$ cat config.mk
export PLATFORM = sky130hd
export DESIGN_NAME = rvv_ahb_arbiter
export DESIGN_NICKNAME = d
export VERILOG_FILES = /design/src/rtl/rvv_bus_pkg.sv /design/src/rtl/rvv_arb_pick.sv /design/src/rtl/rvv_ahb_arbiter.sv
export SDC_FILE = /design/constraint.sdc
export NUM_CORES = 1
export LEC_CHECK = 0
export BUFFER_PORTS_ARGS = -buffer_cell sky130_fd_sc_hd__buf_2
export CORE_AREA = 2 2 110 112
export DETAILED_ROUTE_END_ITERATION = 8
export DIE_AREA = 0 0 112 114
export SYNTH_ARGS = -nofsm -noshare
export SYNTH_HDL_FRONTEND = slang
export SYNTH_SLANG_ARGS = --single-unit
$ cat constraint.sdc
create_clock -name clk_i -period 2.2 [get_ports clk_i]
set_input_delay 0.33 -clock clk_i [delete_from_list [all_inputs] [get_ports clk_i]]
set_output_delay 0.33 -clock clk_i [all_outputs]
set_load 0.01 [all_outputs]
$ cat src/rtl/rvv_bus_pkg.sv
// Shared AHB-Lite bus types and constants for the core's external port.
package rvv_bus_pkg;

    typedef enum logic [2:0] {
        BYTE     = 3'b000,
        HALFWORD = 3'b001,
        WORD     = 3'b010
    } hsize_t;

    typedef enum logic [1:0] {
        NONE   = 2'b00,
        SCALAR = 2'b01,
        VECTOR = 2'b10
    } bus_owner_e;

    localparam logic [1:0] IDLE   = 2'b00;
    localparam logic [1:0] NONSEQ = 2'b10;

    localparam logic [1:0] OKAY  = 2'b00;
    localparam logic [1:0] ERROR = 2'b01;

endpackage

$ cat src/rtl/rvv_arb_pick.sv
// Next address-phase owner selection: lock, then round-robin or fixed priority.
module rvv_arb_pick
    import rvv_bus_pkg::*;
#(
    parameter bit RR_EN = 1'b1
) (
    input  logic       s_req_i,
    input  logic       v_req_i,
    input  logic       lock_i,
    input  bus_owner_e last_owner_i,
    output bus_owner_e next_owner_o
);

    // Lock overrides everything; with both pending, RR favours whoever was not served last.
    always_comb begin
        next_owner_o = NONE;
        if (lock_i) begin
            next_owner_o = VECTOR;
        end else if (s_req_i && v_req_i) begin
            if (RR_EN && (last_owner_i == VECTOR)) begin
                next_owner_o = SCALAR;
            end else begin
                next_owner_o = VECTOR;
            end
        end else if (s_req_i) begin
            next_owner_o = SCALAR;
        end else if (v_req_i) begin
            next_owner_o = VECTOR;
        end
    end

endmodule

$ cat src/rtl/rvv_ahb_arbiter.sv
// Two-master AHB-Lite arbiter with separate address- and data-phase ownership.
module rvv_ahb_arbiter
    import rvv_bus_pkg::*;
#(
    parameter int unsigned DATA_WIDTH = 32,
    parameter bit          RR_EN      = 1'b1
) (
    input  logic                  clk_i,
    input  logic                  resetn_i,
    input  logic                  s_req_i,
    input  logic [DATA_WIDTH-1:0] s_haddr_i,
    input  logic                  s_hwrite_i,
    input  logic [2:0]            s_hsize_i,
    input  logic [DATA_WIDTH-1:0] s_hwdata_i,
    input  logic                  v_req_i,
    input  logic [DATA_WIDTH-1:0] v_haddr_i,
    input  logic                  v_hwrite_i,
    input  logic [2:0]            v_hsize_i,
    input  logic [DATA_WIDTH-1:0] v_hwdata_i,
    input  logic                  v_lock_i,
    output logic                  s_gnt_o,
    output logic                  v_gnt_o,
    output logic                  s_hready_o,
    output logic                  v_hready_o,
    output logic [1:0]            s_hresp_o,
    output logic [1:0]            v_hresp_o,
    output logic [DATA_WIDTH-1:0] hrdata_o,
    output logic [DATA_WIDTH-1:0] haddr_o,
    output logic [DATA_WIDTH-1:0] hwdata_o,
    output logic [2:0]            hsize_o,
    output logic                  hwrite_o,
    output logic [1:0]            htrans_o,
    input  logic [DATA_WIDTH-1:0] hrdata_i,
    input  logic                  hready_i,
    input  logic [1:0]            hresp_i
);

    bus_owner_e addr_owner_q;
    bus_owner_e data_owner_q;
    bus_owner_e last_owner_q;
    bus_owner_e pick_last;
    bus_owner_e next_owner;

    logic s_gnt;
    logic v_gnt;
    logic s_acc;
    logic v_acc;
    logic acc;

    assign s_gnt = (addr_owner_q == SCALAR);
    assign v_gnt = (addr_owner_q == VECTOR);
    assign s_acc = s_gnt & s_req_i & hready_i;
    assign v_acc = v_gnt & v_req_i & hready_i;
    assign acc   = s_acc | v_acc;

    // A beat accepted this cycle already counts as served when breaking the next tie.
    assign pick_last = acc ? addr_owner_q : last_owner_q;

    rvv_arb_pick #(
        .RR_EN(RR_EN)
    ) u_pick (
        .s_req_i     (s_req_i),
        .v_req_i     (v_req_i),
        .lock_i      (v_lock_i),
        .last_owner_i(pick_last),
        .next_owner_o(next_owner)
    );

    // Ownership registers advance only on hready_i; a stalled slave freezes both phases.
    always_ff @(posedge clk_i or negedge resetn_i) begin
        if (!resetn_i) begin
            addr_owner_q <= NONE;
            data_owner_q <= NONE;
            last_owner_q <= NONE;
        end else if (hready_i) begin
            addr_owner_q <= next_owner;
            data_owner_q <= acc ? addr_owner_q : NONE;
            if (acc) begin
                last_owner_q <= addr_owner_q;
            end
        end
    end

    // Address-phase mux driven by the address owner.
    always_comb begin
        haddr_o  = '0;
        hwrite_o = 1'b0;
        hsize_o  = WORD;
        htrans_o = IDLE;
        case (addr_owner_q)
            SCALAR: begin
                haddr_o  = s_haddr_i;
                hwrite_o = s_hwrite_i;
                hsize_o  = s_hsize_i;
                htrans_o = s_req_i ? NONSEQ : IDLE;
            end
            VECTOR: begin
                haddr_o  = v_haddr_i;
                hwrite_o = v_hwrite_i;
                hsize_o  = v_hsize_i;
                htrans_o = v_req_i ? NONSEQ : IDLE;
            end
            default: ;
        endcase
    end

    // Data-phase mux and per-master response routing driven by the data owner.
    always_comb begin
        hwdata_o  = '0;
        s_hresp_o = OKAY;
        v_hresp_o = OKAY;
        case (data_owner_q)
            SCALAR: begin
                hwdata_o  = s_hwdata_i;
                s_hresp_o = hresp_i;
            end
            VECTOR: begin
                hwdata_o  = v_hwdata_i;
                v_hresp_o = hresp_i;
            end
            default: ;
        endcase
    end

    assign s_gnt_o    = s_gnt;
    assign v_gnt_o    = v_gnt;
    assign s_hready_o = hready_i & (s_gnt | (data_owner_q == SCALAR));
    assign v_hready_o = hready_i & (v_gnt | (data_owner_q == VECTOR));
    assign hrdata_o   = hrdata_i;

endmodule

==> out/results.txt, run 1 <==
outcome - completed
Req. time, crit path - 1870 ps
initial core utilization - 0.130
Syn. warnings - 0
worst-case clock buffer depth - 2
max-cap check violation count - 0
CTS tree - yes
clock network fraction of total power - 0.269
R2R Path End - addr_owner_q[0]
Synth Instances - 233
Final period util - 0.923
PwrDens - 416 nW/um2
Synth cell types - 24
final wirelength - 7020 um
number of diodes - 0
initial antenna violation count - 0
DR WL/cell - 12.7 um
Layout area overhead - 73.0%
final instance area - 2640 um2
IO Port Bufs - 220
first-pass GRT wire length - 10,400 um
combinational power share - 0.608
Seq/Total Area, Yosys - 0.0984
fin util - 0.226
internal reg-to-reg setup slack - 620 ps
leakage power - 1.44 nW
root buf cell - clkbuf_16
GRT Util Overall - 0.0999
largest net degree at the start of global routing - 40
Hold Crit Start - v_lock_i
clk sinks - 6
fmax - 493 MHz
RSZ-0062 raised after global routing - no
global route overflow - 0
setup TNS - 0 ps
VDD IR max - 0.000354 V
Setup CP Type - flop to primary output
Worst Path Max Fanout - 12
syn nets - 413
Clock Latency Late Sink - 230 ps
# rows - 40
Clk pin slew, worst setup/hold paths - 30 ps
Std-Cell Core Area - 11,700 um2
Fill cells - 1,347
final hold vios - 0
Pint - 0.683 mW
ANT nets after route - 0
final setup violation count - 0
Psw - 0.416 mW
H-tree depth - 1
Top Ports - 286
flop and latch count out of synthesis - 6
Avg Inst Size Synth - 6.55 um2
post-route DRC violation count - 0
CP Capture Type - primary output
Net Sw Frac - 0.379
clk_skew - 1.45 ps
worst min path class - input port to flop
RD Place Congestion - 0.724
DIE AREA - 12,800 um2
Hold Path End - addr_owner_q[0]
vias in the first global route - 2,141
Flop pwr share - 0.124
Critical Path Source Type - flop
DPL Wire Length - 5960 um
nets - 589
DRT iter0 DRCs - 74
width of the die - 112 um
share of layout cells above drive strength 1 - 0.572
Final Critical Period - 2030 ps
Post-CTS Setup Repair Bufs - 0
mapped cell area - 1530 um2
WHS Path Cells - 3
vias per cell - 4.18
WP data arrival - 1700 ps
Final Max Tran Viols - 0
Die Y - 114 um
FF-to-FF Start - addr_owner_q[0]
DR vias - 2,316
R2R cell count - 6
DR pass1 iterations - 4
Num CTS Buffers - 3
Placement Cell Area - 2560 um2
per-stage QoR:
step	setup WS, ps	power [mW]	hold slack (ps)	std cells
global route	57.6	1.19	425	554
CTS	164	1.12	416	554
global placement	432	0.813	158	550
detailed placement	424	0.812	161	550
floorplan	541	0.559	34.4	233
finish	170	1.10	424	554
cell usage in the layout (no fill, tap or decap):
| cell type | count |
|---|---|
| buf_2 | 220 |
| nor2_1 | 68 |
| a22oi_1 | 67 |
| dfrtp_1 | 6 |
| buf_12 | 5 |
| inv_1 | 4 |
| and2_1 | 4 |
| o21a_1 | 4 |
| ha_1 | 4 |
| o21ai_0 | 3 |
| nand2_1 | 3 |
| clkbuf_16 | 3 |
| nand3_1 | 2 |
| a21bo_2 | 2 |
| nand2b_1 | 2 |
| buf_4 | 2 |
| a221o_1 | 1 |
| a22o_4 | 1 |
| nor2b_1 | 1 |
| mux2i_1 | 1 |
| a21oi_1 | 1 |
| o22ai_1 | 1 |
| conb_1 | 1 |
| dlygate4sd3_1 | 1 |
per-layer routing:
metal	vias to the layer above	share of wire	track usage
met3	16	0.097	0.0223
met4	0	0.015	0.0236
met5	-	0	0
met2	160	0.53	0.204
li1	1144	-	-
met1	996	0.36	0.102
timing repair:
action	CTS	global route
resized for setup	0	0
hold buffers	1	0
hold endpoints to repair	6	0
state kept, by name, indices dropped and copies added (netlist names):
register      count
addr_owner_q      2
data_owner_q      2
last_owner_q      2
cells by family (layout without fill, tap and decap cells):
logic type               count (synthesis)  after routing  share of synthesized area
buffers and inverters                   61            235                      0.252
other                                    1              1                    0.00246
adder cells (fa/ha/maj)                  4              4                     0.0328
multiplexers                             1              1                    0.00656
AO/OA/AOI/OAI                           80             80                      0.398
AND/OR/NAND/NOR                         80             80                      0.210
flip-flops                               6              6                     0.0984
critical path, cell delays in order, from the launching register on:
cell and delay, ps:
dfrtp_1 370, inv_1 70, ha_1 590, buf_4 240
nor2_1 50, buf_2 130
synth_stat cells:
master | n | area share
a21bo_2 | 2 | 0.013
a21oi_1 | 1 | 0.0033
a221o_1 | 1 | 0.0066
a22o_4 | 1 | 0.011
a22oi_1 | 67 | 0.33
and2_1 | 4 | 0.016
buf_1 | 1 | 0.0025
buf_2 | 13 | 0.043
buf_4 | 37 | 0.18
clkbuf_1 | 5 | 0.012
clkbuf_2 | 1 | 0.0033
conb_1 | 1 | 0.0025
dfrtp_1 | 6 | 0.098
ha_1 | 4 | 0.033
inv_1 | 4 | 0.0098
mux2i_1 | 1 | 0.0066
nand2_1 | 3 | 0.0074
nand2b_1 | 2 | 0.0082
nand3_1 | 2 | 0.0066
nor2_1 | 68 | 0.17
nor2b_1 | 1 | 0.0041
o21a_1 | 4 | 0.020
o21ai_0 | 3 | 0.0098
o22ai_1 | 1 | 0.0041
layout make-up:
type	instances	area [um2]	area share
Multi-Input combinational cell	166	991	0.375
Sequential cell	6	150	0.0568
Timing Repair Buffer	228	1230	0.464
Tap cell	147	184	0.0696
Inverter	4	15.0	0.00568
Clock buffer	3	75.1	0.0284
power groups by stage:
| stage | clock network (mW) | registers, mW | logic, mW |
|---|---|---|---|
| after floorplan | 0 | 0.135 | 0.424 |
| after global routing | 0.310 | 0.138 | 0.741 |
| after detailed placement | 0 | 0.137 | 0.675 |
| final | 0.295 | 0.136 | 0.668 |
| after CTS | 0.305 | 0.136 | 0.679 |
| after global placement | 0 | 0.137 | 0.676 |
worst max-delay path by stage:
stage                          from          end  slack [ps]  depth (start not counted)
floorplan           addr_owner_q[1]   haddr_o[0]         540                          6
detailed placement  addr_owner_q[0]  haddr_o[18]         420                          5
CTS                 addr_owner_q[0]  haddr_o[18]         160                          5
finish              addr_owner_q[0]  haddr_o[23]         170                          5
global route        addr_owner_q[0]  haddr_o[18]          60                          5
global placement    addr_owner_q[0]  haddr_o[27]         430                          5
(Power assumes the default switching activity.)
==> run 2, diff against run 1 <==
CAP_MARGIN = 20   (was default)
PLACE_DENSITY_LB_ADDON = 0.12   (was default)
SKIP_LAST_GASP = 1   (was default)
==> out/results.txt, run 2 (same netlist as run 1, synthesis figures left out) <==
initial antenna violation count - 0
DRT iter0 DRCs - 117
final setup violation count - 0
largest net degree at the start of global routing - 38
number of diodes - 0
Total Power - 1.08 mW
worst min path class - input port to flop
Clk pin slew, worst setup/hold paths - 30 ps
Top Registers - addr_owner_q: 2 flops, data_owner_q: 2 flops, last_owner_q: 2 flops
Post-CTS Setup Repair Bufs - 0
Final Max Tran Viols - 0
worst-path cell chain - inv_1 > ha_2 > buf_4 > a221o_1 > buf_2
# rows - 40
CTS tree - yes
outcome - completed
Die Y - 114 um
Hold Crit Start - v_lock_i
DIE AREA - 12,800 um2
CP Capture Type - primary output
Final Critical Period - 2000 ps
IO Port Bufs - 220
Critical Path Source Type - flop
WHS Path Cells - 3
initial core utilization - 0.130
post-route DRC violation count - 0
Final WS setup - 196 ps
commonest non-fill, non-tap cell in the layout - buf_2
worst-case clock buffer depth - 2
FF-to-FF Start - addr_owner_q[1]
root buf cell - clkbuf_16
fin util - 0.223
hold_ws - 418 ps
setup TNS - 0 ps
Top Ports - 286
Final period util - 0.911
Std-Cell Core Area - 11,700 um2
ANT nets after route - 0
clk_skew - 0.136 ps
leakage power - 1.43 nW
fmax - 499 MHz
GRT Util Overall - 0.107
H-tree depth - 1
WP data arrival - 1670 ps
Worst Path Max Fanout - 37
final wirelength - 7710 um
Layout area overhead - 71.2%
Worst Setup SP - addr_owner_q[0]
vias in the first global route - 2,236
DPL Wire Length - 6330 um
Num CTS Buffers - 3
DR pass1 iterations - 4
RSZ-0062 raised after global routing - no
Clock Latency Late Sink - 220 ps
nets - 590
max-cap check violation count - 0
Setup CP Type - flop to primary output
PwrDens - 412 nW/um2
DR vias - 2,321
Fill cells - 1,377
global route overflow - 0
share of layout cells above drive strength 1 - 0.576
vias per cell - 4.18
first-pass GRT wire length - 11,300 um
clk sinks - 6
DR WL/cell - 13.9 um
pre-CTS setup slack - 306 ps
R2R cell count - 6
Crit path largest cell delay - 400 ps
final hold vios - 0
most frequent cells in the layout - 220 x buf_2, 68 x nor2_1, 67 x a22oi_1
slowest CP cell - dfrtp_1
VDD IR max - 0.000267 V
RD Place Congestion - 0.699
width of the die - 112 um
Req. time, crit path - 1870 ps
-- run 2: what timing repair did --
action	in CTS	in global routing
hold endpoints to repair	6	0
setup endpoints to repair	0	15
gates resized for setup	0	1
hold buffers	1	0
-- run 2: worst paths after layout --
kind,end,slack [ps]
max reg2reg,last_owner_q[0],610
min in group asynchronous,last_owner_q[0],460
min reg2reg,last_owner_q[0],480
max in group asynchronous,addr_owner_q[1],1590
min,addr_owner_q[0],420
max,hsize_o[1],200
-- run 2: critical path, delay by kind of cell, from the launching register on --
kind / cells / cell delay [ps]
adder cells (fa/ha/maj): 1 / 270
AO/OA/AOI/OAI: 1 / 290
buffers and inverters: 3 / 480
flip-flops: 1 / 400
-- run 2: routing by layer --
metal  part of all wire  global-route usage  up-vias  wire [um]
met5                  0                   0        -          0
met4              0.016              0.0220        0        121
met3              0.076              0.0228       24        586
met2               0.53               0.204      115       4060
met1               0.38               0.124     1037       2940
li1                   -                   -     1145          -
-- run 2: final cells by class --
class | count | area [um2] | area share
clock buffers | 3 | 75.1 | 0.0287
inverters | 4 | 15.0 | 0.00574
multi-input cells | 166 | 993 | 0.380
flip-flops and latches | 6 | 150 | 0.0574
well taps | 147 | 184 | 0.0704
repair buffers | 229 | 1200 | 0.458
-- run 2: metrics by stage --
step           cells  cell area, um2
6_report         555            2610
4_1_cts          555            2610
2_1_floorplan    233            1530
3_3_place_gp     551            2530
5_1_grt          555            2610
3_5_place_dp     551            2530
-- run 2: where the power goes --
part           leakage, nW  switching, mW  internal, mW  total, mW
Clock               0.0370         0.0564         0.233      0.289
Combinational         1.32          0.349         0.302      0.651
Sequential          0.0779        0.00987         0.126      0.136
